==> src/rtl/pc_sequencer_pkg.sv <==
// Shared definitions for the PC sequencer: FSM state encoding, PC step size and small
// arithmetic helpers used by both the sequencer and its next-PC mux.
package pc_sequencer_pkg;

   typedef enum logic [1:0] {
      ST_IDLE  = 2'd0,
      ST_RUN   = 2'd1,
      ST_STALL = 2'd2,
      ST_HALT  = 2'd3
   } pc_state_e;

   localparam logic [31:0] PC_STEP   = 32'd4;
   localparam logic [31:0] COUNT_ONE = 32'd1;

   // PC arithmetic is modulo 2^32, so 32'hFFFF_FFFC steps to 32'h0.
   function automatic logic [31:0] pc_step(input logic [31:0] pc);
      return pc + PC_STEP;
   endfunction

   function automatic logic [31:0] count_inc(input logic [31:0] cnt);
      return cnt + COUNT_ONE;
   endfunction

   function automatic logic is_word_aligned(input logic [31:0] addr);
      return (addr[1:0] == 2'b00);
   endfunction

endpackage

==> src/rtl/pc_sequencer_next_mux.sv <==
// Combinational next-PC select: jump over branch over PC+4, with target alignment handling.
// PC_ALIGN_CHECK_EN: misaligned target selects TRAP_PC and raises fault_o; otherwise low bits are cleared.
module pc_sequencer_next_mux
   import pc_sequencer_pkg::*;
#(
   parameter logic [31:0] TRAP_PC = 32'h0000_0080
) (
   input  logic [31:0] pc_i,
   input  logic        jump_i,
   input  logic [31:0] jump_target_i,
   input  logic        branch_taken_i,
   input  logic [31:0] branch_target_i,
   output logic [31:0] pc_plus4_o,
   output logic [31:0] next_pc_o,
   output logic        fault_o
);

   logic        redirect;
   logic [31:0] target;

   assign pc_plus4_o = pc_step(pc_i);
   assign redirect   = jump_i | branch_taken_i;
   assign target     = jump_i ? jump_target_i : branch_target_i;

`ifdef PC_ALIGN_CHECK_EN
   always_comb begin
      next_pc_o = pc_plus4_o;
      fault_o   = 1'b0;
      if (redirect) begin
         if (is_word_aligned(target)) begin
            next_pc_o = target;
         end else begin
            next_pc_o = TRAP_PC;
            fault_o   = 1'b1;
         end
      end
   end
`else
   logic unused_trap_pc;
   assign unused_trap_pc = ^TRAP_PC;

   // Without the checker, a misaligned target silently loads its word-aligned address.
   always_comb begin
      next_pc_o = pc_plus4_o;
      fault_o   = 1'b0;
      if (redirect) begin
         next_pc_o = {target[31:2], 2'b00};
      end
   end
`endif

endmodule

==> src/rtl/pc_sequencer.sv <==
// Program counter owner: IDLE/RUN/STALL/HALT sequencing plus cycle/retired counters; redirects show one edge later.
// Stall holds the PC and drops any redirect; PC_ALIGN_CHECK_EN enables trapping of misaligned targets.
module pc_sequencer
   import pc_sequencer_pkg::*;
#(
   parameter logic [31:0] RESET_PC = 32'h0000_0000,
   parameter logic [31:0] TRAP_PC  = 32'h0000_0080
) (
   input  logic        clk_i,
   input  logic        reset_i,
   input  logic        stall_i,
   input  logic        branch_taken_i,
   input  logic [31:0] branch_target_i,
   input  logic        jump_i,
   input  logic [31:0] jump_target_i,
   input  logic        halt_i,
   input  logic        resume_i,
   output logic [31:0] pc_o,
   output logic [31:0] pc_plus4_o,
   output logic        pc_valid_o,
   output logic        halted_o,
   output logic [31:0] cycle_count_o,
   output logic [31:0] retired_count_o,
   output logic        align_fault_o
);

   pc_state_e   state_q;
   logic [31:0] pc_q;
   logic [31:0] cycle_q;
   logic [31:0] retired_q;
   logic        align_fault_q;
   logic        pc_valid_q;
   logic        halted_q;

   logic [31:0] next_pc;
   logic [31:0] pc_plus4;
   logic        mux_fault;
   logic [31:0] cycle_d;
   logic [31:0] retired_d;

   pc_sequencer_next_mux #(
      .TRAP_PC (TRAP_PC)
   ) u_next_mux (
      .pc_i            (pc_q),
      .jump_i          (jump_i),
      .jump_target_i   (jump_target_i),
      .branch_taken_i  (branch_taken_i),
      .branch_target_i (branch_target_i),
      .pc_plus4_o      (pc_plus4),
      .next_pc_o       (next_pc),
      .fault_o         (mux_fault)
   );

   assign cycle_d   = count_inc(cycle_q);
   assign retired_d = count_inc(retired_q);

   always_ff @(posedge clk_i) begin
      if (reset_i) begin
         state_q       <= ST_IDLE;
         pc_q          <= RESET_PC;
         cycle_q       <= '0;
         retired_q     <= '0;
         align_fault_q <= 1'b0;
         pc_valid_q    <= 1'b0;
         halted_q      <= 1'b0;
      end else begin
         align_fault_q <= 1'b0;
         case (state_q)
            ST_IDLE: begin
               state_q    <= ST_RUN;
               pc_valid_q <= 1'b1;
            end
            ST_RUN: begin
               cycle_q <= cycle_d;
               if (halt_i) begin
                  state_q    <= ST_HALT;
                  pc_valid_q <= 1'b0;
                  halted_q   <= 1'b1;
               end else if (stall_i) begin
                  // A redirect presented alongside a stall is dropped; the requester re-asserts it.
                  state_q    <= ST_STALL;
                  pc_valid_q <= 1'b0;
               end else begin
                  pc_q          <= next_pc;
                  retired_q     <= retired_d;
                  align_fault_q <= mux_fault;
               end
            end
            ST_STALL: begin
               cycle_q <= cycle_d;
               if (!stall_i) begin
                  state_q    <= ST_RUN;
                  pc_valid_q <= 1'b1;
               end
            end
            ST_HALT: begin
               if (resume_i) begin
                  state_q    <= ST_RUN;
                  pc_q       <= pc_plus4;
                  retired_q  <= retired_d;
                  pc_valid_q <= 1'b1;
                  halted_q   <= 1'b0;
               end
            end
            default: begin
               state_q    <= ST_IDLE;
               pc_valid_q <= 1'b0;
               halted_q   <= 1'b0;
            end
         endcase
      end
   end

   assign pc_o            = pc_q;
   assign pc_plus4_o      = pc_plus4;
   assign pc_valid_o      = pc_valid_q;
   assign halted_o        = halted_q;
   assign cycle_count_o   = cycle_q;
   assign retired_count_o = retired_q;
   assign align_fault_o   = align_fault_q;

endmodule
==> config.mk <==
export PLATFORM = sky130hd
export DESIGN_NAME = pc_sequencer
export DESIGN_NICKNAME = d
export VERILOG_FILES = /design/src/rtl/pc_sequencer_pkg.sv /design/src/rtl/pc_sequencer_next_mux.sv /design/src/rtl/pc_sequencer.sv
export SDC_FILE = /design/constraint.sdc
export NUM_CORES = 1
export LEC_CHECK = 0
export CAP_MARGIN = 20
export CORE_ASPECT_RATIO = 2
export CORE_MARGIN = 2
export CORE_UTILIZATION = 50
export CTS_BUF_LIST = sky130_fd_sc_hd__clkbuf_2 sky130_fd_sc_hd__clkbuf_4 sky130_fd_sc_hd__clkbuf_8
export DETAILED_ROUTE_END_ITERATION = 8
export GPL_TIMING_DRIVEN = 0
export PLACE_DENSITY = 0.88
export SLEW_MARGIN = 15
export SYNTH_ARGS = -nofsm -noshare
export SYNTH_HDL_FRONTEND = slang
export SYNTH_SLANG_ARGS = --single-unit
==> constraint.sdc <==
create_clock -name clk_i -period 4.1 [get_ports clk_i]
set_input_delay 1.23 -clock clk_i [delete_from_list [all_inputs] [get_ports clk_i]]
set_output_delay 1.23 -clock clk_i [all_outputs]
set_load 0.01 [all_outputs]
# Yosys cells after proc, flatten, opt, wreduce, memory -nomap -nowiden
# Index checks and enable logic that the tools add are counted.
# word_totals
inputBits,71
regBits,100
# classes
bitwise,1
addsub,3
muxes,23
n_eq_ne,9
n_reduce_logical,6
# ops
cell,count
32-bit two-way mux,8
32-bit one-hot mux with 2 select lines,2
"32-bit by 1-bit adder with 32-bit output, second input constant",2
"32-bit by 3-bit adder with 32-bit output, second input constant",1
"2-bit inequality test, second input constant",5
2-bit two-way mux,4
2-bit one-hot mux with 4 select lines,1
1-bit two-way mux,6
3-bit AND reduction,2
"2-bit equality test, second input constant",2
1-bit one-hot mux with 4 select lines,1
4-bit AND reduction,1
"3-bit inequality test, second input constant",1
"2-bit by 1-bit equality test with 1-bit output, second input constant",1
2-bit logical NOT,1
1-bit one-hot mux with 2 select lines,1
2-bit nonzero test,1
2-bit OR reduction,1
1-bit bitwise OR,1

# Longest topological paths before layout
# depth
ltp_word,5
depth_mapped,9
mapped_depth_nobuf,7

# Cells and area by module
# From an unflattened synthesis, not the netlist that was laid out.
# hier_totals
hier_cells,720
hier_area_um2,6040.8
# by_module_without_submodules
module,cells_each,area_per_inst_um2,n_inst
pc_sequencer,527,4723.3,1
pc_sequencer_next_mux,193,1317.5,1

# Worst setup path after synthesis
# No wires, ideal clock.
# synth_path
path_type,reg2out
start,"register pc_q[2], in the netlist pc_o[2]"
end,output port pc_plus4_o[22]
stages_incl_launch_ff,7
required_time_ps,2870
t_arrival_ps,1880
setup_slack_ps,990
path_cell_list,dfxtp_1 ha_1 nand3_1 nor4_2 clkbuf_1 nand4_1 xnor2_1
# synth_via
elab_chain_len,1
# synth_rtl
item,line_no,text
"start, declared",pc_sequencer.sv:28,logic [31:0] pc_q;
"start signal, assigned",pc_sequencer.sv:84,pc_q <= next_pc;
"start signal, assigned",pc_sequencer.sv:99,pc_q <= pc_plus4;
32-bit by 3-bit adder with 32-bit output,pc_sequencer_pkg.sv:17,return pc + PC_STEP;
"end, declared",pc_sequencer.sv:19,"output logic [31:0] pc_plus4_o,"
# No other way between the ends.

# Worst setup path in the final report
# Same ends and word-level chain as after synthesis.

==> impl_metrics.ini <==
[status]
outcome = complete, no violations

[logic_synthesis]
async_reset_ff_share_pct = 0
synth_area_sq_um = 5660
synth_top_area_cell = dfxtp_1
synthCells = 714
synthMuxAreaShare_pct = 5.68
ys.flop_type = dfxtp_1
synth_top_cell_area_share_pct = 34.7
synthAdderAreaFrac_pct = 1.33
synth_compound_gate_area_share_pct = 12.0
synth-seq-cells = 98
synthTopCellsByArea = dfxtp_1 (35%), xnor2_1 (6.7%), nor2_1 (6.2%)
synth_edf_count = 0
synth_warnings = 0
synth_top_family_by_area = simple AND/OR/NAND/NOR gates
synthXorXnorAreaFrac_pct = 12.7
ys_types = 57
yosys.area_share.simple_pct = 28.8
ys_seq_area_share_pct = 34.7
postSynthAreaPerCell_sq_um = 7.93

[worst_setup_path]
endpoint_kind = output port
cp-endpoint = pc_plus4_o[22]
crit_cells = 7
crit_buf_inv = 2
crit_type = register to output port
path_delay_family = buffers and inverters
arrival_ns = 2.72
regToRegStartpoint = state_q[0]$_SDFFE_PP0P_
crit_fanout = 10
cp_cell_sequence = ha_2 > nand3_2 > nor4_4 > buf_6 > nand4_1 > xnor2_1 > clkdlybuf4s50_1
cp.required_ns = 2.87
r2r_setup_slack_ns = 1.43
start_kind = register
slowest_stage = clkdlybuf4s50_1
rr_endpoint = cycle_count_o[31]$_SDFFE_PP0P_
slowest_delay_ns = 0.56
crit_start = pc_o[2]$_SDFFE_PP0P_
rr_worst_depth = 8

[die]
num_rows = 55
dieArea_sq_um = 12200
die_x_um = 79.2
start_util_pct = 50.8
ioPinCount = 202
core_sq_um = 11100
die_h_um = 154

[detailed_routing]
ant_nets = 0
vias_per_cell = 5.83
wl_per_cell_um = 17.4
firstDrtPassIters = 6
detail_route.iter0.violations = 522
wirelength_um = 18600
drc = 0
vias = 6233

[clocking]
holdBufCountCts = 0
cts_num_sinks = 98
root_buffer = clkbuf_8
cts_buffer_depth = 2
path_clk_slew_ns = 0.09
cts_made_buffers = 9
htreeDepth = 3
cts_tree = built
clock_latency_ns = 0.38

[global_routing]
grt_max_degree = 17
grt_overflow = 0
grt_first_pass_wirelength_um = 29300
grt_usage_pct = 29.8
antenna_found_initial = 0
grt_pass1_vias = 6031

[power]
vdd_drop_max_mv = 0.234
p_per_area_nw_per_um2 = 277
p_leak_nw = 2.86
total_power_w = 0.00221

[layout]
drive_gt1_share_pct = 4.85
fin_util_pct = 71.7
n_antenna_cell = 0
nets = 999
syn_to_final_growth_pct = 41.2

[timing]
fin_crit_ns = 3.95
setup_viol = 0
fmax_mhz = 253
final.setup.worst_slack_ns = 0.150
hold_violations = 0
clock_skew_ns = 0.0114
fin_tns_setup_ns = 0
worst_pin_slew_ns = 0.927
drv_slew = 0
final.period_utilization_pct = 96.4
rsz0062_at_grt = no
maxSlewHeadroom_pct = 38.0

[min_path]
hold_depth = 2
worstHoldPathType = register to register

[flow_run]
maxCapViolCount = 0

[place]
gp_congestion = 0.948
port_buffers = 190
dp_hpwl_um = 13900
placement.setup.worst_slack_ns = -0.155
[cell families after synthesis]
family,Yosys count
multiplexers,32
XOR/XNOR,82
flip-flops,98
AO/OA/AOI/OAI,113
other,1
adder cells (fa/ha/maj),6
buffers and inverters,65
AND/OR/NAND/NOR,317
[worst min-delay path, delay by kind of cell (launching register included)]
| kind | cells | cell delay, ns |
|---|---|---|
| simple gates | 1 | 0.06 |
| compound gates | 1 | 0.06 |
| flops | 1 | 0.32 |
[worst min path at each step]
stage	to	from	slack (ns)
CTS	pc_valid_o$_SDFFE_PP0P_	pc_valid_o$_SDFFE_PP0P_	0.48
finish	pc_valid_o$_SDFFE_PP0P_	pc_valid_o$_SDFFE_PP0P_	0.48
global route	pc_valid_o$_SDFFE_PP0P_	pc_valid_o$_SDFFE_PP0P_	0.52
detailed placement	pc_valid_o$_SDFFE_PP0P_	pc_valid_o$_SDFFE_PP0P_	0.45
global placement	pc_valid_o$_SDFFE_PP0P_	pc_valid_o$_SDFFE_PP0P_	0.46
floorplan	pc_valid_o$_SDFFE_PP0P_	pc_valid_o$_SDFFE_PP0P_	0.48
[registers in the layout, summed over array words and instances (netlist names)]
register and flops:
cycle_count_o 32, halted_o 1, pc_o 30, pc_valid_o 1
retired_count_o 32, state_q 2
[per-stage QoR]
stage | cells | hold slack [ns] | area (sq um)
global route | 1069 | 0.523 | 7990
CTS | 1068 | 0.479 | 7960
finish | 1069 | 0.478 | 7990
detailed placement | 1050 | 0.455 | 7750
floorplan | 718 | 0.481 | 5670
global placement | 1050 | 0.456 | 7750
[cells in the final DEF, fill, tap and decap left out, types with 5 or more instances in the layout]
master,count
a21oi_1,40
or3_1,6
o22ai_1,6
clkbuf_8,9
clkdlybuf4s50_1,190
xnor2_1,43
a31oi_1,9
and4_1,12
and2_1,6
nand4_1,30
and3_1,13
o21ai_0,29
buf_4,8
conb_1,5
dfxtp_1,95
ha_1,5
mux2i_1,31
o211ai_1,5
nand2_1,64
nand3_1,32
clkbuf_1,36
nor3_1,18
inv_1,17
nor4_1,15
nor2_1,93
xor2_1,39
[Yosys cell counts (all sizes together), types with 9 or more instances]
cell,n
nor3,18
dfxtp,98
o21ai,29
a31oi,9
nand2,65
mux2i,31
inv,17
nand4,31
buf,10
nor2,93
xor2,39
nor4,19
and3,13
a21oi,40
and4,12
xnor2,43
clkbuf,38
nand3,34
[area by class of cell]
class | instances | area [sq um]
Buffer | 48 | 214
Clock buffer | 10 | 131
Clock inverter | 6 | 43.8
Fill cell | 904 | 3160
Inverter | 17 | 63.8
Multi-Input combinational cell | 555 | 3470
Sequential cell | 98 | 1970
Tap cell | 142 | 178
Timing Repair Buffer | 193 | 1920
[report_power, final]
part	switching [W]	leakage [nW]	internal, W
sequential	0.0000604	0.795	0.000995
clock	0.000357	0.0779	0.000227
combinational	0.000287	1.99	0.000283
total	0.000705	2.86	0.00150
[what timing repair did]
item	in CTS	in global routing
setup endpoints to repair	9	8
gates resized for setup	5	9
setup buffers	2	1
pin swaps	2	1
endpoints found under the hold margin	0	0
[metal layers]
metal	vias to the layer above	wire [um]	GRT usage, %
met2	358	8910	49.6
met5	-	0	0
met1	2886	7210	35.6
met4	0	697	14.4
li1	2933	-	-
met3	56	1810	6.94
No activity file was read; power rests on OpenSTA's default activity.
